--- src/rtl/cnn_pkg.sv ---
// ============================================================================
// Module : cnn_pkg
// Brief  : Shared widths and saturation bounds for the convolution engine.
// Rev    : 1.0
// ============================================================================
`default_nettype none

package cnn_pkg;

  localparam int EXT = 15;

  function automatic int in_w(input int n, input int m);
    return n + m + EXT;
  endfunction

  function automatic int sat_max(input int n);
    return (2 ** (n - 1)) - 1;
  endfunction

  function automatic int sat_min(input int n);
    return -(2 ** (n - 1));
  endfunction

endpackage

`default_nettype wire

--- src/rtl/ce_pool_requant_if.sv ---
// ============================================================================
// Module : ce_pool_requant_if
// Brief  : Accumulator-in / pixel-out strobe bus of the requant/pool stage.
// Rev    : 1.0
// ============================================================================
`default_nettype none

interface ce_pool_requant_if
  import cnn_pkg::*;
#(
  parameter int N = 8,
  parameter int M = 8
);
  localparam int IN_W = in_w(N, M);

  logic [IN_W-1:0] d_in;
  logic            en_in;
  logic [N-1:0]    d_out;
  logic            en_out;
  logic            row_end;
  logic            frame_end;
  logic            sat_flag;

  modport master (
    output d_in, en_in,
    input  d_out, en_out, row_end, frame_end, sat_flag
  );

  modport slave (
    input  d_in, en_in,
    output d_out, en_out, row_end, frame_end, sat_flag
  );

endinterface

`default_nettype wire

--- src/rtl/requant_sat.sv ---
// ============================================================================
// Module : requant_sat
// Brief  : Combinational round-shift, optional ReLU and clip to N signed bits.
// Rev    : 1.0
// ============================================================================
`default_nettype none

module requant_sat
  import cnn_pkg::*;
#(
  parameter int N    = 8,
  parameter int IN_W = 31,
  parameter int SR   = 2,
  parameter bit RELU = 1'b1
) (
  input  wire logic signed [IN_W-1:0] d,
  output      logic signed [N-1:0]    q,
  output      logic                   sat
);

  // One guard bit keeps the rounding add from wrapping.
  localparam logic signed [IN_W:0] c_RND     = (IN_W+1)'((2 ** SR) / 2);
  localparam logic signed [IN_W:0] c_SAT_MAX = (IN_W+1)'(sat_max(N));
  localparam logic signed [IN_W:0] c_SAT_MIN = (IN_W+1)'(sat_min(N));

  logic signed [IN_W:0] w_sum;
  logic signed [IN_W:0] w_shr;
  logic signed [IN_W:0] w_rel;

  always_comb begin
    w_sum = {d[IN_W-1], d} + c_RND;
    w_shr = w_sum >>> SR;
    w_rel = (RELU && (w_shr < 0)) ? '0 : w_shr;
    sat   = 1'b0;
    q     = w_rel[N-1:0];
    if (w_rel > c_SAT_MAX) begin
      q   = c_SAT_MAX[N-1:0];
      sat = 1'b1;
    end else if (w_rel < c_SAT_MIN) begin
      q   = c_SAT_MIN[N-1:0];
      sat = 1'b1;
    end
  end

endmodule

`default_nettype wire

--- src/rtl/ce_pool_requant.sv ---
// ============================================================================
// Module : ce_pool_requant
// Brief  : Requantize raster accumulator stream, optionally 2x2/stride-2 max pool.
// Rev    : 1.0
// ============================================================================
`default_nettype none

module ce_pool_requant
  import cnn_pkg::*;
#(
  parameter int N     = 8,
  parameter int M     = 8,
  parameter int SR    = 2,
  parameter bit RELU  = 1'b1,
  parameter bit POOL  = 1'b1,
  parameter int IMG_W = 28,
  parameter int IMG_H = 28
) (
  input wire logic         clk,
  input wire logic         rst,
  ce_pool_requant_if.slave bus
);

  localparam int IN_W = in_w(N, M);
  localparam int c_CW = (IMG_W > 1) ? $clog2(IMG_W) : 1;
  localparam int c_RW = (IMG_H > 1) ? $clog2(IMG_H) : 1;

  logic [c_CW-1:0]     r_col_cnt;
  logic [c_RW-1:0]     r_row_cnt;
  logic [c_CW-1:0]     r_col;
  logic [c_RW-1:0]     r_row;
  logic signed [N-1:0] r_q;
  logic                r_v;
  logic                r_sat_flag;
  logic signed [N-1:0] w_q;
  logic                w_sat;
  logic                w_last_col;
  logic                w_last_row;

  logic signed [N-1:0] r_d_out;
  logic                r_en_out;
  logic                r_row_end;
  logic                r_frame_end;

  requant_sat #(
    .N    (N),
    .IN_W (IN_W),
    .SR   (SR),
    .RELU (RELU)
  ) u_requant_sat (
    .d   (bus.d_in),
    .q   (w_q),
    .sat (w_sat)
  );

  assign w_last_col = (r_col_cnt == c_CW'(IMG_W - 1));
  assign w_last_row = (r_row_cnt == c_RW'(IMG_H - 1));

  // Stage 1: requantized value tagged with the raster position it came from.
  always_ff @(posedge clk or negedge rst) begin
    if (!rst) begin
      r_col_cnt  <= '0;
      r_row_cnt  <= '0;
      r_col      <= '0;
      r_row      <= '0;
      r_q        <= '0;
      r_v        <= 1'b0;
      r_sat_flag <= 1'b0;
    end else begin
      r_v <= bus.en_in;
      if (bus.en_in) begin
        r_q        <= w_q;
        r_col      <= r_col_cnt;
        r_row      <= r_row_cnt;
        r_sat_flag <= r_sat_flag | w_sat;
        if (w_last_col) begin
          r_col_cnt <= '0;
          r_row_cnt <= w_last_row ? '0 : r_row_cnt + 1'b1;
        end else begin
          r_col_cnt <= r_col_cnt + 1'b1;
        end
      end
    end
  end

  if (POOL) begin : g_pool
    localparam int c_HW = IMG_W / 2;
    localparam int c_PW = (c_HW > 1) ? $clog2(c_HW) : 1;
    localparam logic [c_CW-1:0] c_LAST_PC = c_CW'(2 * c_HW - 1);
    localparam logic [c_RW-1:0] c_LAST_PR = c_RW'(2 * (IMG_H / 2) - 1);

    logic signed [N-1:0] r_h;
    logic signed [N-1:0] r_lbuf [c_HW];
    logic [c_PW-1:0]     w_pidx;
    logic signed [N-1:0] w_m1;
    logic signed [N-1:0] w_m2;
    logic                w_in_win;
    logic                w_last_pc;

    // Trailing odd column/row never form a complete window.
    assign w_in_win  = r_v && (r_col <= c_LAST_PC) && (r_row <= c_LAST_PR);
    assign w_last_pc = (r_col == c_LAST_PC);
    assign w_pidx    = c_PW'(r_col >> 1);
    assign w_m1      = (r_h > r_q) ? r_h : r_q;
    assign w_m2      = (r_lbuf[w_pidx] > w_m1) ? r_lbuf[w_pidx] : w_m1;

    always_ff @(posedge clk) begin
      if (w_in_win && r_col[0] && !r_row[0]) begin
        r_lbuf[w_pidx] <= w_m1;
      end
    end

    always_ff @(posedge clk or negedge rst) begin
      if (!rst) begin
        r_h         <= '0;
        r_d_out     <= '0;
        r_en_out    <= 1'b0;
        r_row_end   <= 1'b0;
        r_frame_end <= 1'b0;
      end else begin
        r_en_out    <= 1'b0;
        r_row_end   <= 1'b0;
        r_frame_end <= 1'b0;
        if (w_in_win) begin
          if (!r_col[0]) begin
            r_h <= r_q;
          end else if (r_row[0]) begin
            r_d_out     <= w_m2;
            r_en_out    <= 1'b1;
            r_row_end   <= w_last_pc;
            r_frame_end <= w_last_pc && (r_row == c_LAST_PR);
          end
        end
      end
    end
  end else begin : g_bypass
    always_ff @(posedge clk or negedge rst) begin
      if (!rst) begin
        r_d_out     <= '0;
        r_en_out    <= 1'b0;
        r_row_end   <= 1'b0;
        r_frame_end <= 1'b0;
      end else begin
        r_en_out    <= r_v;
        r_row_end   <= r_v && (r_col == c_CW'(IMG_W - 1));
        r_frame_end <= r_v && (r_col == c_CW'(IMG_W - 1)) && (r_row == c_RW'(IMG_H - 1));
        if (r_v) begin
          r_d_out <= r_q;
        end
      end
    end
  end

  assign bus.d_out     = r_d_out;
  assign bus.en_out    = r_en_out;
  assign bus.row_end   = r_row_end;
  assign bus.frame_end = r_frame_end;
  assign bus.sat_flag  = r_sat_flag;

endmodule

`default_nettype wire

--- src/flat_wrapper.sv ---
// flat-port wrapper written by rule: the top's interface ports become plain ports
module ce_pool_requant_flat import cnn_pkg::*;
#(
  parameter int N     = 8,
  parameter int M     = 8,
  parameter int SR    = 2,
  parameter bit RELU  = 1'b1,
  parameter bit POOL  = 1'b1,
  parameter int IMG_W = 28,
  parameter int IMG_H = 28
)
  (clk, rst, bus_d_in, bus_en_in, bus_d_out, bus_en_out, bus_row_end, bus_frame_end, bus_sat_flag);
  ce_pool_requant_if #(.N(N), .M(M)) bus_i ();
  input wire logic clk;
  input wire logic rst;
  input wire logic [$bits(bus_i.d_in)-1:0] bus_d_in;
  input wire logic [$bits(bus_i.en_in)-1:0] bus_en_in;
  output wire logic [$bits(bus_i.d_out)-1:0] bus_d_out;
  output wire logic [$bits(bus_i.en_out)-1:0] bus_en_out;
  output wire logic [$bits(bus_i.row_end)-1:0] bus_row_end;
  output wire logic [$bits(bus_i.frame_end)-1:0] bus_frame_end;
  output wire logic [$bits(bus_i.sat_flag)-1:0] bus_sat_flag;
  assign bus_i.d_in = bus_d_in;
  assign bus_i.en_in = bus_en_in;
  assign bus_d_out = bus_i.d_out;
  assign bus_en_out = bus_i.en_out;
  assign bus_row_end = bus_i.row_end;
  assign bus_frame_end = bus_i.frame_end;
  assign bus_sat_flag = bus_i.sat_flag;
  ce_pool_requant #(.N(N), .M(M), .SR(SR), .RELU(RELU), .POOL(POOL), .IMG_W(IMG_W), .IMG_H(IMG_H)) u_core (.clk(clk), .rst(rst), .bus(bus_i));
endmodule
--- config.mk ---
export PLATFORM = sky130hd
export DESIGN_NAME = ce_pool_requant_flat
export DESIGN_NICKNAME = d
export VERILOG_FILES = /design/src/rtl/cnn_pkg.sv /design/src/rtl/ce_pool_requant_if.sv /design/src/rtl/requant_sat.sv /design/src/rtl/ce_pool_requant.sv /design/src/flat_wrapper.sv
export SDC_FILE = /design/constraint.sdc
export NUM_CORES = 1
export LEC_CHECK = 0
export ABC_AREA = 0
export CAP_MARGIN = 20
export CORE_ASPECT_RATIO = 1.25
export CORE_UTILIZATION = 45
export CTS_CLUSTER_DIAMETER = 30
export DETAILED_ROUTE_END_ITERATION = 8
export HOLD_SLACK_MARGIN = 0.06
export PLACE_DENSITY = 0.75
export SLEW_MARGIN = 20
export SYNTH_ARGS = -nofsm -noshare
export SYNTH_HDL_FRONTEND = slang
export SYNTH_SLANG_ARGS = --single-unit
export TNS_END_PERCENT = 100
--- constraint.sdc ---
create_clock -name clk -period 12.75 [get_ports clk]
set_input_delay 2.55 -clock clk [delete_from_list [all_inputs] [get_ports clk]]
set_output_delay 2.55 -clock clk [all_outputs]
set_load 0.02 [all_outputs]
==> impl_metrics.tcl <==
set metrics [dict create \
    placed_cell_area_mm2 0.00835 \
    drv_slew 0 \
    drive_gt1_frac 0.176 \
    antenna_found_initial 0 \
    rows 53 \
    rr_worst_depth 16 \
    root_buffer "clkbuf_16" \
    rsz0062_at_grt "no" \
    r2r-start "u_core.r_q[6]" \
    cp.arrival_ns 5.85 \
    synth.distinct_cells 64 \
    timing.fmax_mhz 179 \
    status "complete, no violations" \
    critPathMaxFanout 13 \
    ys_async_sr_fraction 0.304 \
    hold_path.class "reg -> reg" \
    first_pass_iters 5 \
    vias 4953 \
    postCtsSetupBuffers 0 \
    cp-start-kind "input pin" \
    ctsResizeCount 0 \
    portBuffers 44 \
    path_cells "clkdlybuf4s50_1 > nand4_1 > or4_1 > or4_4 > o211ai_2 > o2111ai_2 > nor3_4 > a41oi_1" \
    insertion_delay_ns 0.42 \
    startpoint "bus_d_in[12]" \
    num_io_pins 46 \
    grt_max_degree 50 \
    antennaDiodeCount 0 \
    syn-cell-area_mm2 0.00769 \
    finClkSkew_ns 0.0114 \
    highest_layer "met4" \
    cts_hold_buf 0 \
    slew_headroom 0.307 \
    coreArea_mm2 0.0168 \
    clk_pin_slew_ns 0.07 \
    setup_violations 0 \
    fin_tns_setup_ns 0 \
    post-route-drc-count 0 \
    synth_area_per_cell_um2 13.7 \
    start_util 0.458 \
    hold_viol_final 0 \
    synth_top_cells_by_area "edfxtp_1, dfrtp_1, mux4_2, mux2_2, ha_1" \
    synth_ff_type "edfxtp_1" \
    ys_seq_area_frac 0.597 \
    crit_required_ns 13.01 \
    area_growth_pct 17.0 \
    post_drt_wl_per_cell_um 19.3 \
    cts.sinks 161 \
    cts_buffers 17 \
    cts_buffer_depth 2 \
    period_share 0.438 \
    htreeDepth 4 \
    cp-endpoint "u_core.r_q[5]" \
    yosysWarnings 0 \
    wl_met3_um 564 \
    p_leak_nw 3.17 \
    die_y_um 148 \
    vias_per_cell 5.90 \
    route.met2.wl_um 8580 \
    period_needed_ns 5.59 \
    ant_nets 0 \
    overflow 0 \
    drt_wl_total_um 16300 \
    dieArea_mm2 0.0176 \
    synth_area_leader_cell "edfxtp_1" \
    fin_nets 660 \
    hpwlAfterDp_um 11100 \
    ir_worst_vdd_mv 0.129 \
    synth_nets 615 \
    synth-seq-cells 161 \
    synth_top_area_frac 0.437 \
    m1WireLength_um 6550 \
    die_width_um 119 \
    grt_pass1_vias 4926 \
    grt_usage 0.194 \
    tightest_slew_ns 1.04 \
    grt_pass1_wl_um 26000 \
    netlist_instances 562 \
    path_class "in -> reg" \
    drt_iter0_markers 410 \
    power_density_mw_per_mm2 212 \
    cp-end-kind "flip-flop" \
    worstReg2RegEnd "u_core.bus.d_out[5]" \
    cap_viol_max_count 0 \
    cp_slowest_cell "or4_1" \
    rrSetupSlack_ns 7.48 \
    cp_slowest_stage_delay_ns 0.82 \
    synth_edf_count 112 \
    routabilityCongestion 0.937 \
    cts_tree "built" \
    design_area_mm2 0.00900 \
]
==> synth_stat cells (3+ instances only) <==
library cell  count
o21a_1            5
nand4_1          11
nor2b_1          11
clkbuf_1         20
a31oi_1           3
o211ai_1         17
nor3b_1           4
a311oi_1          9
nand3b_1          4
nor4_1            7
mux2_2           23
dfrtp_1          49
nand3_1          27
o21ai_0          27
a21oi_1          20
or4_1             3
a41oi_1           5
and3_1            3
nand2_1          31
inv_1            24
nand2b_1          8
mux4_2           31
nor3_1           10
edfxtp_1        112
nor2_1           26
ha_1             19
mux2i_1           4
==> where the power goes <==
part	leakage, nW	internal, mW	switching [mW]
registers	1.62	0.679	0.0655
clock network	0.301	0.318	0.221
logic	1.26	0.268	0.357
==> per-layer routing <==
| metal | track usage | vias to the layer above |
|---|---|---|
| met5 | 0 | - |
| met4 | 0.0835 | 0 |
| met3 | 0.0403 | 38 |
| met2 | 0.343 | 140 |
| li1 | - | 2307 |
| met1 | 0.230 | 2468 |
==> final cells by class <==
type,instances,area (um2)
clock inverter,15,218
tap,220,275
inverter,25,93.8
multi-input combinational,351,2900
sequential,161,4590
timing repair buffer,51,490
clock buffer,17,425
fill,1331,7780
==> cells in the final DEF, fill, tap and decap left out, types with 4 or more instances in the layout <==
cell             instances
edfxtp_1               112
dfrtp_1                 48
clkdlybuf4s50_1         43
nand2_1                 31
mux4_2                  31
nand3_1                 27
o21ai_0                 27
nor2_1                  26
inv_1                   24
mux2_2                  23
a21oi_1                 20
ha_1                    19
o211ai_1                17
clkbuf_16               17
nand4_1                 11
nor2b_1                 11
nor3_1                  10
a311oi_1                 9
nand2b_1                 8
buf_4                    8
nor4_1                   7
o21a_1                   5
a41oi_1                  5
inv_8                    5
nand3b_1                 4
mux2i_1                  4
nor3b_1                  4
clkinvlp_4               4
==> state kept, by name, summed over array words and instances (netlist names) <==
| register | cells |
|---|---|
| u_core.bus.d_out | 8 |
| u_core.bus.en_out | 1 |
| u_core.bus.frame_end | 1 |
| u_core.bus.row_end | 1 |
| u_core.bus.sat_flag | 1 |
| u_core.g_pool.r_h | 8 |
| u_core.g_pool.r_lbuf | 112 |
| u_core.r_col | 5 |
| u_core.r_col_cnt | 5 |
| u_core.r_q | 8 |
| u_core.r_row | 5 |
| u_core.r_row_cnt | 5 |
| u_core.r_v | 1 |
==> critical path: cells and delay by family <==
kind,cells,cell delay [ns]
simple gates,4,2.27
compound gates,3,0.43
buf+inv,1,0.59
==> how the worst min path moves through the flow <==
stage                                 endpoint       startpoint  cells after the start
final                     u_core.bus.frame_end  u_core.r_row[2]                      1
after global routing      u_core.bus.frame_end  u_core.r_row[2]                      1
after CTS                 u_core.bus.frame_end  u_core.r_row[2]                      1
after global placement    u_core.bus.frame_end  u_core.r_row[2]                      1
after detailed placement  u_core.bus.frame_end  u_core.r_row[2]                      1
after floorplan           u_core.bus.frame_end  u_core.r_row[2]                      1
==> metrics by stage <==
| step | util | total power [mW] | hold WS (ns) | setup WS [ns] | std cells |
|---|---|---|---|---|---|
| final | 0.536 | 1.91 | 0.477 | 7.16 | 840 |
| after CTS | 0.536 | 1.92 | 0.475 | 7.22 | 840 |
| after global placement | 0.498 | 1.33 | 0.460 | 6.86 | 808 |
| after detailed placement | 0.498 | 1.37 | 0.460 | 6.79 | 808 |
| after global routing | 0.536 | 2.00 | 0.504 | 6.97 | 840 |
| after floorplan | - | 1.17 | 0.427 | 7.89 | 562 |
==> logic make-up after synthesis <==
family | after synthesis | share of synthesized area
buffers and inverters | 50 | 0.0257
AO/OA/AOI/OAI | 105 | 0.0927
multiplexers | 58 | 0.130
AND/OR/NAND/NOR | 165 | 0.120
XOR/XNOR | 4 | 0.00456
adder cells (fa/ha/maj) | 19 | 0.0309
flip-flops | 161 | 0.597
Note: power is estimated with default switching activity, not from simulation.
